==> config.mk <==
export PLATFORM = sky130hd
export DESIGN_NAME = ct_had_ifu_dbginfo_rd
export DESIGN_NICKNAME = d
export VERILOG_FILES = /design/src/rtl/ct_had_ifu_dbginfo_rd_pkg.sv /design/src/rtl/ct_had_ifu_dbginfo_rd_wmux.sv /design/src/rtl/ct_had_ifu_dbginfo_rd.sv
export SDC_FILE = /design/constraint.sdc
export NUM_CORES = 1
export LEC_CHECK = 0
export CORE_ASPECT_RATIO = 0.7
export CORE_MARGIN = 1
export CORE_UTILIZATION = 40
export CTS_CLUSTER_DIAMETER = 50
export DETAILED_ROUTE_END_ITERATION = 10
export GPL_ROUTABILITY_DRIVEN = 0
export PLACE_DENSITY = 0.74
export SYNTH_ARGS = -nofsm -noshare
export SYNTH_HDL_FRONTEND = slang
export SYNTH_HIERARCHICAL = 1
export SYNTH_SLANG_ARGS = --single-unit
==> constraint.sdc <==
create_clock -name forever_cpuclk -period 15.3 [get_ports forever_cpuclk]
set_input_delay 4.59 -clock forever_cpuclk [delete_from_list [all_inputs] [get_ports forever_cpuclk]]
set_output_delay 4.59 -clock forever_cpuclk [all_outputs]
set_load 0.005 [all_outputs]
==> src/rtl/ct_had_ifu_dbginfo_rd_pkg.sv <==
`default_nettype none
// ============================================================================
// Module : ct_had_ifu_dbginfo_rd_pkg
// Brief  : Shared HAD definitions for the IFU debug-info snapshot reader.
// Rev    : 1.0  initial release
// ============================================================================
package ct_had_ifu_dbginfo_rd_pkg;

  localparam int INFO_W_DEF  = 83;
  localparam int TMO_CYC_DEF = 255;

  // 2'b11 is illegal and recovers to IDLE
  typedef enum logic [1:0] {
    ST_IDLE  = 2'b00,
    ST_WAIT  = 2'b01,
    ST_READY = 2'b10
  } dbg_state_e;

  localparam logic [1:0] IDX_W0 = 2'd0;
  localparam logic [1:0] IDX_W1 = 2'd1;
  localparam logic [1:0] IDX_W2 = 2'd2;
  localparam logic [1:0] IDX_W3 = 2'd3;

  localparam int PC_BUS_MSB = 82;
  localparam int PC_BUS_LSB = 69;
  localparam int STALL_MSB  = 68;
  localparam int STALL_LSB  = 52;
  localparam int VALID_MSB  = 51;
  localparam int VALID_LSB  = 36;
  localparam int FSM_MSB    = 35;
  localparam int FSM_LSB    = 3;
  localparam int VFDSU_MSB  = 2;
  localparam int VFDSU_LSB  = 0;

endpackage
`default_nettype wire

==> src/rtl/ct_had_ifu_dbginfo_rd_wmux.sv <==
`default_nettype none
// ============================================================================
// Module : ct_had_dbginfo_wmux
// Brief  : Combinational snapshot-to-32-bit word select with error flag.
// Rev    : 1.0  initial release
// ============================================================================
module ct_had_dbginfo_wmux
  import ct_had_ifu_dbginfo_rd_pkg::*;
#(
  parameter int INFO_W = INFO_W_DEF
) (
  input  logic [INFO_W-1:0] i_snap,
  input  logic [1:0]        i_idx,
  input  logic              i_ready,
  output logic [31:0]       o_data,
  output logic              o_err
);

  localparam int EXT_W = 96;

  logic [EXT_W-1:0] w_ext;
  assign w_ext = {{(EXT_W-INFO_W){1'b0}}, i_snap};

  always_comb begin
    o_data = '0;
    o_err  = 1'b1;
    if (i_ready) begin
      case (i_idx)
        IDX_W0: begin o_data = w_ext[31:0];  o_err = 1'b0; end
        IDX_W1: begin o_data = w_ext[63:32]; o_err = 1'b0; end
        IDX_W2: begin o_data = w_ext[95:64]; o_err = 1'b0; end
        default: begin o_data = '0;          o_err = 1'b1; end
      endcase
    end
  end

endmodule
`default_nettype wire

==> src/rtl/ct_had_ifu_dbginfo_rd.sv <==
`default_nettype none
// ============================================================================
// Module : ct_had_ifu_dbginfo_rd
// Brief  : Captures the IFU debug snapshot on debug entry and serves reads.
// Rev    : 1.0  initial release
// ============================================================================
module ct_had_ifu_dbginfo_rd
  import ct_had_ifu_dbginfo_rd_pkg::*;
#(
  parameter int INFO_W  = INFO_W_DEF,
  parameter int TMO_CYC = TMO_CYC_DEF
) (
  input  logic              forever_cpuclk,
  input  logic              cpurst,
  input  logic              had_rtu_xx_jdbreq,
  input  logic              rtu_had_xx_dbgon,
  input  logic [INFO_W-1:0] ifu_had_debug_info,
  input  logic              ifu_had_reset_on,
  input  logic              regs_dbginfo_clr,
  input  logic              regs_dbginfo_rd_req,
  input  logic [1:0]        regs_dbginfo_rd_idx,
  output logic              dbginfo_regs_rd_ack,
  output logic [31:0]       dbginfo_regs_rd_data,
  output logic              dbginfo_regs_rd_err,
  output logic              dbginfo_regs_vld,
  output logic              dbginfo_regs_tmo,
  output logic              dbginfo_regs_rst_seen
);

  dbg_state_e        r_state;
  dbg_state_e        w_nxt;
  logic [7:0]        r_cnt;
  logic [INFO_W-1:0] r_snap;
  logic              r_jdbreq_d;
  logic              r_vld;
  logic              r_tmo;
  logic              r_rst_seen;
  logic              r_ack;
  logic [31:0]       r_data;
  logic              r_err;
  logic              w_rise;
  logic              w_capture;
  logic              w_timeout;
  logic              w_tmo_clr;
  logic [31:0]       w_mux_data;
  logic              w_mux_err;

  assign w_rise = had_rtu_xx_jdbreq & ~r_jdbreq_d;

  always_comb begin
    w_nxt     = r_state;
    w_capture = 1'b0;
    w_timeout = 1'b0;
    case (r_state)
      ST_IDLE: begin
        if (had_rtu_xx_jdbreq) w_nxt = ST_WAIT;
      end
      ST_WAIT: begin
        if (rtu_had_xx_dbgon) begin
          w_nxt     = ST_READY;
          w_capture = 1'b1;
        end else if (r_cnt == 8'(TMO_CYC)) begin
          w_nxt     = ST_IDLE;
          w_timeout = 1'b1;
        end
      end
      ST_READY: begin
        // a fresh request outranks a coincident clear
        if (w_rise)                w_nxt = ST_WAIT;
        else if (regs_dbginfo_clr) w_nxt = ST_IDLE;
      end
      default: w_nxt = ST_IDLE;
    endcase
  end

  assign w_tmo_clr = (w_rise && r_state != ST_WAIT) ||
                     (regs_dbginfo_clr && (r_state == ST_IDLE || r_state == ST_WAIT));

  always_ff @(posedge forever_cpuclk or posedge cpurst) begin
    if (cpurst) begin
      r_state    <= ST_IDLE;
      r_cnt      <= '0;
      r_snap     <= '0;
      r_jdbreq_d <= 1'b0;
      r_vld      <= 1'b0;
      r_tmo      <= 1'b0;
      r_rst_seen <= 1'b0;
    end else begin
      r_state    <= w_nxt;
      r_jdbreq_d <= had_rtu_xx_jdbreq;
      r_vld      <= (w_nxt == ST_READY);
      r_cnt      <= (r_state == ST_WAIT) ? r_cnt + 8'd1 : 8'd0;
      if (w_capture) r_snap <= ifu_had_debug_info;
      if (w_timeout)      r_tmo <= 1'b1;
      else if (w_tmo_clr) r_tmo <= 1'b0;
      if (ifu_had_reset_on)      r_rst_seen <= 1'b1;
      else if (regs_dbginfo_clr) r_rst_seen <= 1'b0;
    end
  end

  // decode uses the registered state, so a read racing a capture errors
  ct_had_dbginfo_wmux #(
    .INFO_W (INFO_W)
  ) u_wmux (
    .i_snap  (r_snap),
    .i_idx   (regs_dbginfo_rd_idx),
    .i_ready (r_state == ST_READY),
    .o_data  (w_mux_data),
    .o_err   (w_mux_err)
  );

  always_ff @(posedge forever_cpuclk or posedge cpurst) begin
    if (cpurst) begin
      r_ack  <= 1'b0;
      r_data <= '0;
      r_err  <= 1'b0;
    end else begin
      r_ack  <= regs_dbginfo_rd_req;
      r_data <= regs_dbginfo_rd_req ? w_mux_data : 32'd0;
      r_err  <= regs_dbginfo_rd_req & w_mux_err;
    end
  end

  assign dbginfo_regs_rd_ack   = r_ack;
  assign dbginfo_regs_rd_data  = r_data;
  assign dbginfo_regs_rd_err   = r_err;
  assign dbginfo_regs_vld      = r_vld;
  assign dbginfo_regs_tmo      = r_tmo;
  assign dbginfo_regs_rst_seen = r_rst_seen;

endmodule
`default_nettype wire

==> summary.md, run 1 <==
Clock-pin slew was measured on the worst setup and hold paths at 0.06 ns. Headroom to the max-slew limit came out at 22.4%. For this run, the top clock speed supported by timing is 154 MHz.

The tools report the count of pins over their slew limit as 0. The count of buffers from port buffering is 128. 129 I/O pins were placed.

For this run the aggregate overflow at the end of global routing stands at 0. The sequential cells in the finished layout cover a total of 0.00328 mm². The first global-routing pass estimated 20,100 µm of wire.

The total instance count after detailed placement is 719, and the later-pin clock latency in the skew report is 0.41 ns. The kind of cell with the highest combined delay along the critical path is buffers and inverters. Measured in cells, the most critical reg-to-reg path has a length of 4.

The tools report the total setup buffers inserted after CTS as 0. The die is 103 µm tall. The initial core utilization came out at 41.5%. In this run the remaining antenna-violating nets after routing total 0.

Cell with the largest stage delay on the worst path: sky130_fd_sc_hd__buf_4. Buffers inserted to repair hold after CTS numbered 0. The count of nets after finishing is 641, and the count of clock tree sinks is 131. The initial antenna violation count is 0, and the number of vias per cell after detailed routing is 4.82.

The maximum net fanout on the critical path is 44, and the wire length reported by the detailed router is 12,600 µm. In this run the most critical hold path is launched from dbginfo_regs_rst_seen. The portion of synthesized cell area occupied by the leading cell type was 56.0%.

From left edge to right edge, the die measures 147 µm. The finished layout holds 751 standard cells, fillers aside. The final worst setup slack is 8.82 ns.

The worst setup path is of the in -> reg kind. The routed layout has 3,623 vias. The register bit total from synthesis came out at 131. The average wire per standard cell works out to 16.7 µm.

The worst-margin pin slew is 1.16 ns. Worst hold slack across all endpoints: 0.495 ns. The run gives 12.95 ns as the worst-case register-to-register setup slack. In the finished design, the share of the clock period the worst path needs comes to 42.4%.

Relative to the synthesized area, the layout overhead comes to 32.5%. The number of buffers on the longest clock path was 2. In this run the cell area measured after placement is 0.00715 mm². The kind of path behind the tightest hold check was reg -> reg. The filler cells instantiated in the layout total 1,164.

The final sum of negative setup slack came out at 0 ns. The critical path goes through clkdlybuf4s50_1, nand2_4, buf_4, mux2_2. The data required time of the worst path is 15.60 ns, and the site row count is 36. Count of unresolved DRC violations after routing: 0.

Area occupied by multi-input gates: 0.00232 mm². The count of buffer and inverter cells on the critical path is 2. The leading area contributor after synthesis was sky130_fd_sc_hd__dfrtp_1.

The run finished with clean final reports. The Yosys step of the flow raised 6 warnings. Post-cts repair resize count: 0. The startpoint identified for the worst register-to-register timing path is r_state[0].

TritonCTS built the clock tree. Setup repair after global routing left no endpoint under its margin. In this run, distinct cell masters in the synthesized netlist total 31. The post-route netlist has 22.3% of its cells at a drive strength greater than 1.

Antenna cell count: 0. The logs give 423 for the instance count of the mapped netlist and 204 for the initial detailed-routing violation count. The H-tree was split into 4 levels.

The total non-filler cell area in the finished layout came out at 0.00775 mm². Between clock sinks in the finished design, the worst skew comes to 0.00651 ns. The pre-antenna-repair detailed-routing pass consisted of 4 iterations. The endpoint identified for the worst register-to-register timing path is r_snap[11].

Via count of the first global-routing pass: 3,804. The kind of end point of the critical path is a register. For the total standard cell area after synthesis, the log shows 0.00585 mm².

By area the synthesized netlist is led by sky130_fd_sc_hd__dfrtp_1, sky130_fd_sc_hd__mux2_4, sky130_fd_sc_hd__mux2_2. Detailed placement finished with a half-perimeter wire length of 8270 µm. In this run the static leakage power is 3.53 nW. Core box area: 0.0141 mm².

The sequential fraction of the synthesis area is 56.0%, and the depth of the worst hold-timing path is 1. The area of the die was 0.0151 mm²; the number of buffers added by the clock tree synthesis step was 17. The tools report the sort of element at the start of the critical path as an input pin. The largest voltage drop on the vdd net is 0.0942 mV, and the shortest period the worst path allows is 6.48 ns. The final hold violation count was 0; the worst path arrival time was 6.78 ns.

Setup violations remaining at the end of the flow were counted as 0. The power per standard cell area works out to 163 mW/mm². Global routing used 17.7% of the available tracks.

When the netlist entered floorplanning its net count stood at 516. A synthesized cell averages 13.8 µm². In this run the clock root is driven by a sky130_fd_sc_hd__clkbuf_16. For this run, the slowest stage of the critical path takes 0.68 ns.

The endpoint with the worst hold slack was dbginfo_regs_rst_seen. Entering global routing, the biggest net connects 80 pins. The tool flagged a number of max-cap violations equal to 0.

The pre-CTS setup slack was 8.39 ns.
-- report_power, final --
| part | leakage (nW) | internal, W | total, W | switching (W) |
|---|---|---|---|---|
| Sequential | 1.63 | 0.000469 | 0.000538 | 0.0000691 |
| Clock | 0.295 | 0.000249 | 0.000413 | 0.000163 |
| Combinational | 1.60 | 0.000204 | 0.000310 | 0.000106 |
-- how the worst max path moves through the flow --
stage | cells past startpoint | end | slack (ns) | start
finish | 4 | r_snap[11] | 8.82 | rtu_had_xx_dbgon
floorplan | 1 | dbginfo_regs_rd_ack | 7.21 | cpurst
CTS | 4 | r_snap[32] | 8.82 | rtu_had_xx_dbgon
global placement | 4 | r_snap[31] | 8.44 | rtu_had_xx_dbgon
detailed placement | 4 | r_snap[32] | 8.39 | rtu_had_xx_dbgon
global route | 4 | r_snap[41] | 8.73 | rtu_had_xx_dbgon
-- layout by cell type, fill, tap and decap left out, drive strengths merged --
cell,n
dfrtp,131
clkdlybuf4s50,126
mux2,83
and2,53
mux2i,32
o21ai,26
nand3b,20
nor2,19
clkbuf,18
inv,9
nand2,7
buf,6
nand3,5
clkinv,4
nand2b,3
or3,3
a21oi,3
xor2,2
bufinv,2
nor2b,2
xnor2,1
nand4,1
o31ai,1
a21o,1
or4,1
ha,1
clkinvlp,1
-- registers in the layout, indices dropped and copies added, names as in the netlist, 2 cells and up --
| signal | count |
|---|---|
| dbginfo_regs_rd_data | 32 |
| r_snap | 83 |
| r_cnt | 8 |
| r_state | 2 |
-- area by class of cell --
class | instances | share of cell area [%]
flip-flops and latches | 131 | 42.3
multi-input cells | 264 | 29.9
repair buffers | 132 | 16.8
clock buffers | 18 | 5.66
well taps | 190 | 3.07
clock inverters | 14 | 2.15
inverters | 2 | 0.129
-- cell usage after synthesis --
| master | n |
|---|---|
| sky130_fd_sc_hd__nand4_1 | 1 |
| sky130_fd_sc_hd__buf_4 | 1 |
| sky130_fd_sc_hd__o31ai_1 | 1 |
| sky130_fd_sc_hd__or3_1 | 3 |
| sky130_fd_sc_hd__xnor2_1 | 1 |
| sky130_fd_sc_hd__buf_12 | 3 |
| sky130_fd_sc_hd__clkbuf_1 | 5 |
| sky130_fd_sc_hd__mux2_2 | 35 |
| sky130_fd_sc_hd__nor2_1 | 19 |
| sky130_fd_sc_hd__clkbuf_8 | 2 |
| sky130_fd_sc_hd__and2_1 | 53 |
| sky130_fd_sc_hd__xor2_1 | 2 |
| sky130_fd_sc_hd__nor2b_1 | 1 |
| sky130_fd_sc_hd__mux2_4 | 48 |
| sky130_fd_sc_hd__nand2_1 | 6 |
| sky130_fd_sc_hd__a21o_1 | 1 |
| sky130_fd_sc_hd__a21oi_1 | 3 |
| sky130_fd_sc_hd__inv_1 | 2 |
| sky130_fd_sc_hd__mux2i_1 | 32 |
| sky130_fd_sc_hd__ha_1 | 1 |
| sky130_fd_sc_hd__o21ai_1 | 16 |
| sky130_fd_sc_hd__nand2_2 | 1 |
| sky130_fd_sc_hd__buf_6 | 10 |
| sky130_fd_sc_hd__dfrtp_1 | 131 |
| sky130_fd_sc_hd__buf_2 | 5 |
| sky130_fd_sc_hd__nand3_1 | 5 |
| sky130_fd_sc_hd__nor2b_4 | 1 |
| sky130_fd_sc_hd__nand3b_1 | 20 |
| sky130_fd_sc_hd__nand2b_1 | 3 |
| sky130_fd_sc_hd__o21ai_0 | 10 |
| sky130_fd_sc_hd__or4_1 | 1 |
-- metrics by stage --
stage	utilization (%)	total power [W]
after CTS	55.0	0.00127
after floorplan	-	0.000769
final	55.0	0.00126
after global routing	55.0	0.00132
after detailed placement	50.7	0.000852
after global placement	50.7	0.000834
-- cells by family after synthesis --
logic type	synth area share, %
flip-flops	56.0
AO/OA/AOI/OAI	2.74
adder cells (fa/ha/maj)	0.214
buffers and inverters	4.43
multiplexers	24.5
AND/OR/NAND/NOR	11.6
XOR/XNOR	0.449
-- layer usage --
layer | GRT usage, % | wire length, µm | vias to the layer above
li1 | - | - | 1703
met1 | 24.2 | 6100 | 1795
met2 | 26.7 | 5540 | 113
met3 | 5.44 | 810 | 12
met4 | 6.89 | 123 | 0
met5 | 0 | 0 | -
(Power assumes the default switching activity.)
==> run 2, diff against run 1 <==
==> constraint.sdc (replaced) <==
create_clock -name forever_cpuclk -period 6.39 [get_ports forever_cpuclk]
set_input_delay 1.917 -clock forever_cpuclk [delete_from_list [all_inputs] [get_ports forever_cpuclk]]
set_output_delay 1.917 -clock forever_cpuclk [all_outputs]
set_load 0.005 [all_outputs]
==> run 2 against run 1 <==
Register-to-register slack got worse by 8.9 ns. Largest cell class unchanged. Worst setup slack lost 6.2 ns. Utilization rose by 0.071 points. Combinational power is 140% higher. Non-clock buffer count rose by 1. Critical path type unchanged. Critical path depth did not move. Wire length decreased by 1.5%. Global-route usage fell by 0.12 points. Worst hold slack improved by 0.0071 ns.
==> summary.md, run 2 (synthesis results as in run 1) <==
The run finished with clean final reports. The final sum of negative setup slack was 0 ns; the count of clock tree sinks was 131. Counting flops per register, the top entry is r_snap. From bottom edge to top edge, the die measures 103 µm.

STA puts the critical path data arrival time at 4.09 ns. Setup slack on the critical path of the routed design comes to 2.58 ns. The number of setup violations in the final report was 0.

The critical path goes through clkdlybuf4s50_1, nand2_4, buf_4, mux2_2. Once the clock tree was built, the resizer swapped 0 gates to a different size. The number of buffers on the longest clock path is 2, and the average wire per standard cell is 16.5 µm. In this design, the stage delay of the slowest critical-path cell is 0.66 ns.

Counting I/O delays and the setup requirement, the final critical path takes 3.81 ns. Once the floorplan was initialized, standard cells occupied 41.5% of the core. The critical path's top delay family is buffers and inverters.

In the finished design, the share of the clock period the worst path needs comes to 59.7%. The via count of the first global-routing pass is 3,789, and the H-tree depth reported by CTS is 4. The region available for standard cell placement spans 0.0141 mm². The tools report the site row count as 36.

Power spread over the standard cell area amounts to 390 mW/mm². The run gives 6.67 ns as the data required time of the worst path. Kind of end point of the critical path: a register. The routed design has 12,400 µm of wire. The final hold violation count is 0. The worst relative slew slack was 17.3%.

In this run the static leakage power is 3.53 nW. The initial antenna violation count was 0; the number of top-level pins was 129. For the antenna cell count, the log shows 0. The final clock skew was 0.0113 ns; the sum of net half-perimeters after detailed placement was 8050 µm. Setup repair after global routing left no endpoint under its margin. Buffers inserted during clock tree synthesis total 17. The tools report the peak clock frequency supported by timing as 262 MHz. The tools report the sort of element at the start of the critical path as an input pin.

Share of layout cells above drive strength 1: 21.7%. Clock tree synthesis selected as its root buffer the cell sky130_fd_sc_hd__clkbuf_16. For this design, the CTS-stage hold fixing added 0 buffers.

In this run the tool buffered the top-level ports with 128 buffer cells. The later-pin clock latency in the skew report is 0.41 ns, and the count of buffer and inverter cells on the critical path is 2. The tools report the maximum number of pins on one net before global-route repair as 62. The worst-margin pin slew is 1.24 ns. The top cell types in the final layout, fill and taps aside, are sky130_fd_sc_hd__dfrtp_1, sky130_fd_sc_hd__clkdlybuf4s50_1, sky130_fd_sc_hd__and2_1. The slowest stage of the critical path is the sky130_fd_sc_hd__nand2_4 cell. Leaving out filler cells and counting taps, the final layout contains 751. In this run the worst hold path is classified as reg -> reg.

In the routed layout, each cell is associated on average with a via count of 4.82. The maximum net fanout on the critical path was 54; the filler cell count was 1,114. After clock tree synthesis, the setup repair step added 0 buffers. Including well taps, the total number of placed cells is 720. The first global-routing pass estimated 20,000 µm of wire. The horizontal die dimension is 147 µm.

For this run the aggregate overflow at the end of global routing stands at 0. The tools report the initial detailed-routing violation count as 132. TritonCTS built the clock tree. The worst-case IR drop observed on VDD is 0.246 mV.

Across the run, the number of max-cap violations was 0. The tools report the first-pass iteration count of the detailed router as 4. After detailed routing, the number of remaining DRC violations is 0.

After clock tree synthesis, the clock-pin slew on the worst setup and hold paths is 0.06 ns. The routed layout has 3,619 vias. The kind of critical path was in -> reg.

Relative to the synthesized area, the layout overhead comes to 32.7%. The count of pins over their slew limit came out at 0. The register with the most flip-flops in the layout has 83 of them. The run gives 0 as the number of nets with antenna violations after detailed routing. Timing analysis after detailed placement gives a worst setup slack of 2.16 ns.

For this run, the post-layout net count is 642. Area of the die: 0.0151 mm². The global-route usage over all layers came out at 17.6%. Most common library cell in the layout ignoring fill and taps: sky130_fd_sc_hd__dfrtp_1.
## run 2: changes by cell type in the layout (fill, tap and decap cells not counted), sizes merged
cell / before / now
buf: 6 / 7
bufinv: 2 / 4
clkbuf: 18 / 21
inv: 9 / 2
clkinv: 4 / 3
clkinvlp: 1 / 3
## run 2: path summary, 6_finish.rpt
kind | slack (ns) | cells past startpoint | end | from
setup / recovery | 2.58 | 4 | r_snap[29] | rtu_had_xx_dbgon
hold reg to reg | 0.50 | 1 | dbginfo_regs_rst_seen | dbginfo_regs_rst_seen
setup reg to reg | 4.02 | 4 | r_snap[29] | r_state[0]
max in group asynchronous | 3.58 | 3 | r_snap[36] | cpurst
hold / removal | 0.50 | 1 | dbginfo_regs_rst_seen | dbginfo_regs_rst_seen
min in group asynchronous | 1.78 | 2 | r_snap[79] | cpurst
## run 2: per-layer routing
metal	global-route usage, %	part of all wire [%]	up-vias
li1	-	-	1695
met1	23.0	47	1805
met2	27.9	46	109
met3	5.88	6.5	10
met4	6.09	1.0	0
met5	0	0	-
## run 2: area by class of cell
type	instances	area [µm²]	area share [%]
sequential	131	3280	42.2
multi-input combinational	264	2320	29.9
timing repair buffer	133	1310	16.9
clock buffer	21	450	5.80
tap	190	238	3.06
clock inverter	10	158	2.03
inverter	2	10.0	0.129
## run 2: through the flow
stage	util (%)	total power (W)	hold WS [ns]	instance area, µm²
floorplan	-	0.00184	0.469	5850
detailed placement	50.7	0.00204	0.493	7150
finish	55.1	0.00302	0.502	7760
global placement	50.7	0.00199	0.471	7150
CTS	55.1	0.00305	0.505	7760
global route	55.1	0.00319	0.510	7760
## run 2: power by group
part	leakage, nW	switching, W	internal (W)
clock network	0.289	0.000342	0.000659
logic	1.61	0.000248	0.000491
registers	1.63	0.000162	0.00112
==> run 3, diff against run 2 <==
--- a/config.mk
+++ b/config.mk
@@ -11,7 +11,7 @@
 export CTS_CLUSTER_DIAMETER = 50
 export DETAILED_ROUTE_END_ITERATION = 10
 export GPL_ROUTABILITY_DRIVEN = 0
-export PLACE_DENSITY = 0.74
+export PLACE_DENSITY = 0.76
 export SYNTH_ARGS = -nofsm -noshare
 export SYNTH_HDL_FRONTEND = slang
 export SYNTH_HIERARCHICAL = 1
==> constraint.sdc (replaced) <==
create_clock -name forever_cpuclk -period 3.16 [get_ports forever_cpuclk]
set_input_delay 0.948 -clock forever_cpuclk [delete_from_list [all_inputs] [get_ports forever_cpuclk]]
set_output_delay 0.948 -clock forever_cpuclk [all_outputs]
set_load 0.005 [all_outputs]
==> run 3 against run 2 <==
Sequential share of layout area decreased by 0.48 points. Clock power rose by 110%. Flip-flop and latch count is the same. Non-clock buffer count increased by 3. Critical endpoint is now dbginfo_regs_rst_seen. Largest cell class unchanged. Largest power group unchanged.
==> summary.md, run 3 (synthesis results as in run 1) <==
Walking the worst path, the cells encountered are clkdlybuf4s50_1. Leaving out fill and tap cells, the most frequent cell in the layout is sky130_fd_sc_hd__dfrtp_1. Counting flops per register, the top entry is r_snap.

The average wire per standard cell came out at 16.7 µm. The worst register-to-register path begins at r_state[1]. The count of buffer and inverter cells on the critical path was 1; the area of the die was 0.0151 mm². The HPWL after detailed placement is 8170 µm. The portion of the clock cycle consumed by the worst path in the final layout is 70.3%.

After detailed placement, the total cell area comes to 0.00722 mm². STA classifies the critical path endpoint as a primary output. In this run the post-CTS setup repair buffer count came out at 0. The run gives 0 as the reported max-cap violation count. Highest cell delay on the worst timing path: 0.51 ns.

The die is 147 µm wide. For the worst-skew pair, the clock arrives at the later sink with an insertion delay of 0.41 ns. Count of pins over their slew limit: 0.

The total congestion overflow after global routing was 0. Initial antenna violation count: 0. The count of nets after finishing is 645, and the number of buffers added by the clock tree synthesis step is 17. In this run the number of H-tree levels came out at 4.

In this design, the largest share of critical-path delay is due to buffers and inverters. The initial core utilization came out at 41.5%. The number of cells on the worst reg-to-reg path is 5.

The finished cells cover 0.00785 mm². The logs give 2.21 ns for the data required time of the worst path and 0.00621 W for the total chip power. In the routed layout, each cell is associated on average with a via count of 4.86. In the layout the commonest cells are sky130_fd_sc_hd__dfrtp_1, sky130_fd_sc_hd__clkdlybuf4s50_1, sky130_fd_sc_hd__and2_1. The kind of critical path was reg -> out. After the first detailed-routing iteration, the DRC count stood at 175. The worst-case IR drop observed on VDD is 0.365 mV. Counting along the longest clock path gives a buffer depth of 2. The area occupied by multi-input gates was 0.00232 mm²; the depth of the worst hold-timing path was 1. Kind of path behind the tightest hold check: reg -> reg.

The tools report the sort of element at the start of the critical path as a register. At the pin with the least slew margin, the transition time is 0.684 ns. In this run the worst path has a maximum fanout of 2. Counting every sink on the clock net gives 131. The run gives 129 as the number of top-level pins. The core box area was 0.0141 mm²; the via count of the first global-routing pass was 3,836.

The register with the most flip-flops in the layout has 83 of them. Across the whole layout, storage elements account for 0.00328 mm². Port buffering added 128 buffers. The logs give 0 for the final hold violation count and 1,153 for the filler cell count. From synthesis to final layout, the design area changed by 34.2%. Timing would allow up to 450 MHz.

Data on the critical path arrives at its endpoint at 1.27 ns. The flow ran to the end, and the final reports show no timing, DRC or antenna violations. Measured along the y axis, the die boundary spans 103 µm.

The run gives 3,661 as the number of vias after detailed routing. For this design the ratio of total power to cell area is 791 mW/mm². The count of unresolved DRC violations after routing is 0. For the final sum of negative setup slack, the log shows 0 ns. Before antenna repair, the detailed router went through 4 iterations. Global-route usage over all layers: 17.7%.

Summed over all layers, the routed wires come to 12,600 µm. The worst register-to-register path ends at dbginfo_regs_rd_data[22]. The setup check on the worst reg-to-reg path leaves a slack of 1.47 ns. The routed design could run at a clock period as short as 2.22 ns.

The share of layout cells above drive strength 1 is 22.5%. CTS placed an instance of sky130_fd_sc_hd__clkbuf_16 at the clock tree root. The tools report the number of nets with antenna violations after detailed routing as 0.

Measured against its own limit, the worst slew margin works out to 54.4%. The number of antenna diodes in the final layout is 0. The start point of the worst hold path was r_snap[10]. The logs give 0 for the hold buffer count at CTS and 0 for the post-cts repair resize count. TritonCTS built the clock tree. The static leakage is 3.56 nW, and the maximum number of pins on one net before global-route repair is 132. The slowest stage of the critical path is the sky130_fd_sc_hd__clkdlybuf4s50_1 cell. The floorplan has 36 rows.

The run gives 0.00775 ns as the final clock skew. Setup violations remaining at the end of the flow were counted as 0. The clock slew at the register clock pins of the worst setup and hold paths is 0.06 ns.

The first global-routing pass estimated 20,300 µm of wire. The worst hold path terminates at r_snap[10]. Setup repair after global routing left no endpoint under its margin.
[run 3: cell types whose count changed in the layout (fill, tap and decap cells not counted), moves of 2 or more]
cell / change
sky130_fd_sc_hd__buf_12: +3
sky130_fd_sc_hd__clkinv_2: -3
sky130_fd_sc_hd__clkinv_4: +6
sky130_fd_sc_hd__clkbuf_1: -3
sky130_fd_sc_hd__inv_6: +2
[run 3: per-layer routing]
layer  part of all wire (%)  GRT usage (%)  wire (µm)  vias to the layer above
li1                       -              -          -                     1715
met1                     46           22.8       5810                     1825
met2                     46           28.5       5830                      106
met3                    6.3           6.14        796                       15
met4                    1.2           5.61        148                        0
met5                      0              0          0                        -
[run 3: worst register-to-register path, delay by kind of cell, from the launching register on]
kind                   cells  cell delay, ns
and+or+nand+nor            4            0.94
DFF                        1            0.44
buffers and inverters      1            0.21
[run 3: how the worst max path moves through the flow]
stage / from / end / slack [ns] / cells after the start
CTS: dbginfo_regs_rd_data[1] / dbginfo_regs_rd_data[1] / 0.92 / 1
floorplan: cpurst / dbginfo_regs_rd_ack / 0.59 / 1
detailed placement: rtu_had_xx_dbgon / r_snap[23] / 0.62 / 4
global placement: rtu_had_xx_dbgon / r_snap[24] / 0.65 / 4
finish: dbginfo_regs_rst_seen / dbginfo_regs_rst_seen / 0.94 / 1
global route: dbginfo_regs_rd_data[1] / dbginfo_regs_rd_data[1] / 0.89 / 1
[run 3: final cells by class]
class | instances | area share [%]
flip-flops and latches | 131 | 41.8
clock buffers | 17 | 5.42
clock inverters | 14 | 2.61
multi-input cells | 264 | 29.5
repair buffers | 136 | 17.5
inverters | 2 | 0.143
well taps | 190 | 3.03
[run 3: through the flow]
stage                     worst slack, ns  utilization [%]  hold slack [ns]  instances
after detailed placement            0.624             51.2            0.484        723
after CTS                           0.924             55.7            0.502        754
final                               0.939             55.7            0.503        754
after global routing                0.886             55.7            0.518        754
after floorplan                     0.589                -            0.469        423
after global placement              0.653             51.2            0.470        723
[run 3: power breakdown]
group / switching [W] / total (W) / internal [W]
Clock: 0.000762 / 0.00209 / 0.00133
Combinational: 0.000517 / 0.00152 / 0.00100
Sequential: 0.000333 / 0.00260 / 0.00227
